<file path="src/rtl/irq_ctrl.sv">
// irq_ctrl: N-channel interrupt controller for the 6502 synchronous bus.
// Edge/level sources with sticky pending bits, masks, and a read-to-acknowledge priority vector.
module irq_ctrl #(
  parameter int          N_CH        = 8,
  parameter logic [15:0] BASE_ADDR   = 16'hD000,
  parameter int          SYNC_STAGES = 2,
  parameter logic [15:0] NMI_MASK    = 16'h0000
) (
  input  logic            clk,
  input  logic            rst,
  input  logic [15:0]     addr,
  input  logic [7:0]      wdata,
  input  logic            rw,
  output logic [7:0]      rdata,
  output logic            rd_hit,
  input  logic [N_CH-1:0] src,
  output logic            irq,
  output logic            nmi
);

  // Channel state is kept 16 bits wide; bits at or above N_CH are forced to zero.
  localparam logic [15:0] CH_MASK = (N_CH >= 16) ? 16'hFFFF
                                                 : 16'((32'd1 << N_CH) - 32'd1);

  localparam logic [2:0] OFF_PEND_L = 3'd0;
  localparam logic [2:0] OFF_PEND_H = 3'd1;
  localparam logic [2:0] OFF_MASK_L = 3'd2;
  localparam logic [2:0] OFF_MASK_H = 3'd3;
  localparam logic [2:0] OFF_MODE_L = 3'd4;
  localparam logic [2:0] OFF_MODE_H = 3'd5;
  localparam logic [2:0] OFF_VEC    = 3'd6;
  localparam logic [2:0] OFF_CTRL   = 3'd7;

  logic [15:0] src_w;
  logic [15:0] sync_q [SYNC_STAGES];
  logic [15:0] s;
  logic [15:0] prev;
  logic [15:0] rise;

  logic [15:0] pend;
  logic [15:0] mask;
  logic [15:0] mode;
  logic        ge;

  logic        hit;
  logic        wr_en;
  logic        rd_en;
  logic [2:0]  off;

  logic [15:0] act;
  logic        vec_any;
  logic [3:0]  vec_idx;
  logic [7:0]  vec_val;
  logic        ack;
  logic [15:0] ack_bits;

  logic [15:0] mask_nxt;
  logic [15:0] mode_nxt;
  logic        ge_nxt;
  logic [15:0] w1c;
  logic [15:0] clr;
  logic [15:0] pend_nxt;
  logic [7:0]  rd_val;

  assign src_w = 16'(src);

  always_ff @(posedge clk) begin
    if (rst) begin
      for (int k = 0; k < SYNC_STAGES; k++) begin
        sync_q[k] <= '0;
      end
      prev <= '0;
    end else begin
      sync_q[0] <= src_w & CH_MASK;
      for (int k = 1; k < SYNC_STAGES; k++) begin
        sync_q[k] <= sync_q[k-1];
      end
      prev <= s;
    end
  end

  assign s    = sync_q[SYNC_STAGES-1];
  assign rise = s & ~prev;

  assign hit   = (addr[15:3] == BASE_ADDR[15:3]);
  assign off   = addr[2:0];
  assign wr_en = hit & ~rw;
  assign rd_en = hit & rw;

  // Lowest active channel wins; the vector ignores GE and NMI routing.
  assign act = pend & mask;

  always_comb begin
    vec_any = 1'b0;
    vec_idx = '0;
    for (int i = 15; i >= 0; i--) begin
      if (act[i]) begin
        vec_any = 1'b1;
        vec_idx = 4'(i);
      end
    end
  end

  assign vec_val = vec_any ? {4'b0000, vec_idx} : 8'h80;

  // Every VEC read acknowledges, including dummy reads issued by the core.
  assign ack = rd_en & (off == OFF_VEC) & vec_any;

  always_comb begin
    ack_bits = '0;
    if (ack) begin
      ack_bits[vec_idx] = 1'b1;
    end
  end

  always_comb begin
    mask_nxt = mask;
    mode_nxt = mode;
    ge_nxt   = ge;
    w1c      = '0;
    if (wr_en) begin
      case (off)
        OFF_PEND_L: w1c[7:0]       = wdata;
        OFF_PEND_H: w1c[15:8]      = wdata;
        OFF_MASK_L: mask_nxt[7:0]  = wdata;
        OFF_MASK_H: mask_nxt[15:8] = wdata;
        OFF_MODE_L: mode_nxt[7:0]  = wdata;
        OFF_MODE_H: mode_nxt[15:8] = wdata;
        OFF_CTRL:   ge_nxt         = wdata[0];
        default:    ;
      endcase
    end
    mask_nxt = mask_nxt & CH_MASK;
    mode_nxt = mode_nxt & CH_MASK;
    w1c      = w1c & CH_MASK;
  end

  assign clr = w1c | ack_bits;

  // Level bits track the source; a level-to-edge switch drops the stale level; set beats clear.
  always_comb begin
    pend_nxt = '0;
    for (int i = 0; i < 16; i++) begin
      if (!mode_nxt[i]) begin
        pend_nxt[i] = s[i];
      end else if (!mode[i]) begin
        pend_nxt[i] = rise[i];
      end else begin
        pend_nxt[i] = rise[i] | (pend[i] & ~clr[i]);
      end
    end
    pend_nxt = pend_nxt & CH_MASK;
  end

  always_comb begin
    rd_val = '0;
    case (off)
      OFF_PEND_L: rd_val = pend[7:0];
      OFF_PEND_H: rd_val = pend[15:8];
      OFF_MASK_L: rd_val = mask[7:0];
      OFF_MASK_H: rd_val = mask[15:8];
      OFF_MODE_L: rd_val = mode[7:0];
      OFF_MODE_H: rd_val = mode[15:8];
      OFF_VEC:    rd_val = vec_val;
      OFF_CTRL:   rd_val = {7'b0000000, ge};
      default:    rd_val = '0;
    endcase
  end

  always_ff @(posedge clk) begin
    if (rst) begin
      pend   <= '0;
      mask   <= '0;
      mode   <= CH_MASK;
      ge     <= 1'b0;
      rdata  <= '0;
      rd_hit <= 1'b0;
      irq    <= 1'b0;
      nmi    <= 1'b0;
    end else begin
      pend   <= pend_nxt;
      mask   <= mask_nxt;
      mode   <= mode_nxt;
      ge     <= ge_nxt;
      rd_hit <= rd_en;
      rdata  <= rd_en ? rd_val : 8'h00;
      irq    <= ge & |(act & ~NMI_MASK);
      nmi    <= ge & |(act & NMI_MASK);
    end
  end

endmodule

</file>
<file path="config.mk">
export PLATFORM = sky130hd
export DESIGN_NAME = irq_ctrl
export DESIGN_NICKNAME = d
export VERILOG_FILES = /design/src/rtl/irq_ctrl.sv
export SDC_FILE = /design/constraint.sdc
export NUM_CORES = 1
export LEC_CHECK = 0
export ABC_AREA = 1
export CAP_MARGIN = 15
export CORE_ASPECT_RATIO = 0.7
export CORE_MARGIN = 8
export CORE_UTILIZATION = 46
export DETAILED_ROUTE_END_ITERATION = 8
export PLACE_DENSITY = 0.74
export SKIP_LAST_GASP = 1
export SLEW_MARGIN = 30
export SYNTH_ARGS = -nofsm -noshare
export SYNTH_HDL_FRONTEND = slang
export SYNTH_SLANG_ARGS = --single-unit
export TNS_END_PERCENT = 1
</file>
<file path="constraint.sdc">
create_clock -name clk -period 2.1 [get_ports clk]
set_clock_uncertainty 0.1 [all_clocks]
set_input_delay 0.21 -clock clk [delete_from_list [all_inputs] [get_ports clk]]
set_output_delay 0.21 -clock clk [all_outputs]
set_load 0.01 [all_outputs]
</file>
==> impl_metrics.json, run 1 <==
{
  "status": "completed",
  "maxSlewHeadroom": 0.574,
  "final_nets": 504,
  "nFillCells": 567,
  "fin_util": 0.605,
  "whs_ns": 0.286,
  "n_antenna_cell": 0,
  "antenna_found_initial": 0,
  "crit_path_start_kind": "primary input",
  "cts_buffers": 9,
  "setup_viol": 0,
  "wl_per_cell_um": 12.6,
  "start_util": 0.477,
  "yosys_warnings": 0,
  "grt_use_total": 0.170,
  "ant_nets": 0,
  "clockBufferDepth": 2,
  "synth_fp_nets": 452,
  "cts_tree": "built",
  "via_per_inst": 4.85,
  "hold_path_depth": 3,
  "yosysSeqAreaShare": 0.430,
  "max_cap_viol_count": 0,
  "worst_pin_slew_ns": 0.639,
  "port-buffer-count": 44,
  "synthCells": 417,
  "arrival_ns": 1.88,
  "row_count": 23,
  "grt_max_degree": 25,
  "cts_root_buf": "clkbuf_8",
  "cts_hold_buf": 0,
  "cts.sinks": 59,
  "min_period_ns": 1.74,
  "ir_worst_vdd_uv": 452,
  "grt_pass1_vias": 2505,
  "rsz0062_at_grt": "no",
  "cpPeakStageDelay_ns": 0.49,
  "crit_top_cell": "nand2_1",
  "postCtsSetupBuffers": 0,
  "grt_pass1_wl_um": 11700,
  "cp_cell_sequence": "clkdlybuf4s50_1, nor2_4, nand2_2, inv_2, nand2_1, o21ai_0, nor2_1, nand2_1, nand2_1",
  "p_leak_nw": 1.63,
  "crit_path_top_delay_cell": "clkdlybuf4s50_1",
  "ys_ff_latch": 59,
  "firstDrtPassIters": 5,
  "syn2layout_area_growth_pct": 26.7,
  "final_common_cell": "nand2_1",
  "die_h_um": 80.7,
  "hold_class": "primary input to flop",
  "fp.dieW_um": 108,
  "dp_hpwl_um": 5160,
  "crit_path_end_kind": "flop",
  "drv_slew": 0,
  "pin_count": 46,
  "drtIter0Drc": 218,
  "power_mw": 2.45,
  "fp.dieArea_sq_mm": 0.00874,
  "routed_wl_um": 6900,
  "overflow": 0,
  "ff2ff_path_depth": 11,
  "gp_congestion": 0.861,
  "clk_latency_ns": 0.34,
  "core_sq_mm": 0.00576,
  "ys_types": 28,
  "netlist_area_sq_mm": 0.00275,
  "path_clk_slew_ns": 0.07,
  "synth.avg_cell_area_sq_um": 6.59,
  "min_period_over_period": 0.829,
  "vias": 2663,
  "htree_levels": 3,
  "cts_resized": 0,
  "drt_drc_violations_left": 0,
  "path_class": "primary input to flop",
  "crit_buf_inv": 2,
  "timing.fmax_mhz": 574,
  "crit_fanout": 9,
  "power_density_mw_per_mm2": 705,
  "final_cell_mix": "nand2_1 (128), nor2_1 (72), dfxtp_1 (59)",
  "path_depth": 9,
  "finalHoldViolations": 0,
  "drive_gt1_frac": 0.0865,
  "path_delay_family": "simple AND/OR/NAND/NOR gates",
  "fin_tns_setup_ns": 0,
  "cp_data_required_time_ns": 2.24
}
==> metrics by stage <==
step | instances | area (sq um) | setup WS (ns)
after floorplan | 417 | 2750 | 0.816
after detailed placement | 533 | 3270 | 0.0170
after global routing | 549 | 3480 | 0.236
after global placement | 533 | 3270 | 0.0700
final | 549 | 3480 | 0.358
after CTS | 549 | 3480 | 0.378
==> layout make-up <==
cell class                 count  area (sq um)  share of cell area
clock buffer                  11           131              0.0377
clock inverter                 5          77.6              0.0223
inverter                      65           244              0.0701
multi-input combinational    285          1270               0.366
sequential                    59          1180               0.339
tap                           75          93.8              0.0270
timing repair buffer          49           478               0.137
==> state kept, by name, indices dropped and copies added, names as in the netlist <==
register and flops:
rdata 8, mode 8, pend 8, rd_hit 1, irq 1, ge 1
sync_q 16, prev 8, mask 8
==> where the power goes <==
group / internal, mW / switching, mW / leakage [nW]
Combinational: 0.0908 / 0.100 / 1.05
Sequential: 1.15 / 0.0114 / 0.481
Clock: 0.665 / 0.441 / 0.103
==> Yosys cell counts <==
cell      count  area share
clkinv_1      1      0.0014
nand2_2       2      0.0046
nand3b_1      1      0.0027
nand3_2       3       0.011
o22ai_1       4      0.0091
o21ai_1      14       0.026
nand3_1      16       0.029
dfxtp_1      59        0.43
a31oi_1       3      0.0068
a21oi_1      10       0.018
buf_1         2      0.0027
nor3_1        1      0.0018
buf_2         2      0.0036
buf_4         2      0.0055
inv_1        57       0.078
nand2_4       1      0.0041
nor2_1       72       0.098
inv_2         7      0.0096
nand3_4       1      0.0064
nor2_2        2      0.0046
nor2_4        6       0.025
nand2_1     128        0.17
buf_6         1      0.0041
nand4_1       8       0.018
o21ai_0      11       0.020
clkbuf_1      1      0.0014
conb_1        1      0.0014
a22oi_1       1      0.0027
==> worst paths after layout <==
check                                  start            end  slack, ns
worst max register to register       mask[7]        pend[3]       0.53
worst max-delay path                 addr[1]        pend[0]       0.36
worst min-delay path                  src[7]   sync_q[0][7]       0.29
worst min register to register  sync_q[0][0]  sync_q[0][16]       0.30
==> worst min-delay path, delay by kind of cell <==
kind                   cells  cell delay (ns)
buffers and inverters      2             0.44
and+or+nand+nor            1             0.03
==> per-layer routing <==
layer / up-vias / GRT usage / wire length [um]
met5: - / 0 / 0
met4: 0 / 0.0558 / 64
met3: 10 / 0.0536 / 603
met2: 93 / 0.260 / 2930
met1: 1178 / 0.223 / 3300
li1: 1382 / - / -
==> cells by family (layout without fill, tap and decap cells) <==
logic type / count (synthesis) / after routing / synth area share
compound gates: 43 / 43 / 0.0824
buf+inv: 73 / 130 / 0.106
flops: 59 / 59 / 0.430
other cells: 1 / 1 / 0.00136
simple gates: 241 / 241 / 0.380
No activity file was read; power rests on OpenSTA's default activity.
==> run 2, diff against run 1 <==
Clock period 2.1 ns to 1.7 ns, I/O delays scaled along.
==> run 2 against run 1 <==
Against the previous run:
- combinational power rose by 39%
- die area is the same
- power grew 21%
- global-route usage rose by 1.1 points
- final cell count increased by 3.5%
- via count up 4.9%
- critical path depth is 2 higher
- wire length up 7.1%
- highest routed layer unchanged
- worst hold slack worse by 0.041 ns
==> impl_metrics.json, run 2 (synthesized netlist as in run 1, its figures left out) <==
{
  "ir_worst_vdd_uv": 649,
  "port-buffer-count": 44,
  "cp_data_required_time_ns": 1.84,
  "max_cap_viol_count": 0,
  "path_clk_slew_ns": 0.07,
  "timing.fmax_mhz": 638,
  "min_period_over_period": 0.922,
  "cts_buffers": 9,
  "r2r_slack_ns": 0.14,
  "antenna_found_initial": 0,
  "final_cell_mix": "nand2_1 (127), nor2_1 (72), dfxtp_1 (59)",
  "cts_root_buf": "clkbuf_8",
  "final_common_cell": "nand2_1",
  "path_class": "primary input to flop",
  "crit_top_cell": "nand2_1",
  "cts_hold_buf": 0,
  "largest_reg_flops": 16,
  "min_period_ns": 1.57,
  "ant_nets": 0,
  "start_util": 0.477,
  "top_register": "sync_q",
  "setup_viol": 0,
  "postCtsSetupBuffers": 0,
  "final_nets": 524,
  "worst_r2r_endpoint": "pend[6]",
  "pin_count": 46,
  "post-place-cells": 553,
  "cp_cell_sequence": "clkdlybuf4s50_1, nor2_1, nand2_1, nor2_4, nand3_4, inv_2, nand2_1, nand2_1, nor2_1, nand2_1, nand2_1",
  "via_per_inst": 4.92,
  "fp.dieArea_sq_mm": 0.00874,
  "die_h_um": 80.7,
  "grt_pass1_vias": 2664,
  "drv_slew": 0,
  "vias": 2793,
  "whs_ns": 0.244,
  "grt_use_total": 0.181,
  "n_antenna_cell": 0,
  "ff2ff_path_depth": 10,
  "core_sq_mm": 0.00576,
  "firstDrtPassIters": 5,
  "routed_wl_um": 7400,
  "cts.sinks": 59,
  "wl_per_cell_um": 13.0,
  "rsz0062_at_grt": "yes",
  "crit_path_top_delay_cell": "clkdlybuf4s50_1",
  "rr_startpoint": "pend[0]",
  "drt_drc_violations_left": 0,
  "p_leak_nw": 1.73,
  "syn2layout_area_growth_pct": 32.1,
  "crit_fanout": 10,
  "final_area_sq_mm": 0.00363,
  "overflow": 0,
  "cts_tree": "built",
  "arrival_ns": 1.71,
  "drive_gt1_frac": 0.124,
  "power_density_mw_per_mm2": 818,
  "row_count": 23,
  "clockBufferDepth": 2,
  "crit_path_start_kind": "primary input",
  "finalHoldViolations": 0,
  "hold_class": "primary input to flop",
  "fp.dieW_um": 108,
  "dpl-instance-area_sq_mm": 0.00343,
  "hp-start": "src[0]",
  "gp_congestion": 0.885,
  "grt_pass1_wl_um": 12300,
  "clk_latency_ns": 0.34,
  "cpPeakStageDelay_ns": 0.40,
  "hold_path_depth": 3,
  "drtIter0Drc": 184,
  "grt_max_degree": 27,
  "crit_path_end_kind": "flop",
  "dp_hpwl_um": 5570,
  "status": "completed",
  "htree_levels": 3,
  "instances_no_fill": 568,
  "holdPathEnd": "sync_q[0][0]"
}
run 2: power by group:
part           switching, mW  total (mW)  internal [mW]
clock network          0.524        1.27          0.748
registers             0.0153        1.43           1.42
logic                  0.130       0.265          0.136
run 2: what timing repair did:
| item | in CTS | in global routing |
|---|---|---|
| endpoints found under the hold margin | 0 | 0 |
| gates resized for setup | 0 | 1 |
| endpoints found under the setup margin | 0 | 8 |
run 2: layout make-up:
class	instances	area (sq um)
Clock buffer	13	159
Clock inverter	2	35.0
Fill cell	513	2120
Inverter	65	244
Multi-Input combinational cell	285	1280
Sequential cell	59	1180
Tap cell	75	93.8
Timing Repair Buffer	69	641
run 2: worst max path at each step:
stage             start      end  depth (start not counted)
2_1_floorplan   pend[0]  pend[4]                         10
4_1_cts         pend[7]  pend[7]                         11
6_report        addr[4]  pend[0]                         11
5_1_grt         pend[0]  pend[4]                         10
3_5_place_dp    addr[4]  pend[4]                         11
3_3_place_gp   addr[10]  pend[2]                         11
run 2: through the flow:
step | setup slack, ns | TNS, ns | power (mW) | util
after floorplan | 0.418 | 0 | 1.58 | -
after global placement | -0.178 | -1.67 | 1.72 | 0.597
after detailed placement | -0.182 | -2.62 | 1.72 | 0.597
after CTS | 0.107 | 0 | 2.99 | 0.630
after global routing | -0.0622 | -0.128 | 3.09 | 0.631
final | 0.132 | 0 | 2.97 | 0.631
run 2: metal layers:
metal	track usage	vias up	routed length, um
met2	0.278	132	3280
met5	0	-	0
met1	0.227	1222	3290
met3	0.0568	19	673
met4	0.0830	0	149
li1	-	1420	-
run 2: critical path, delay by kind of cell:
family,cells,cell delay [ns]
buffers and inverters,2,0.55
AND/OR/NAND/NOR,9,0.97
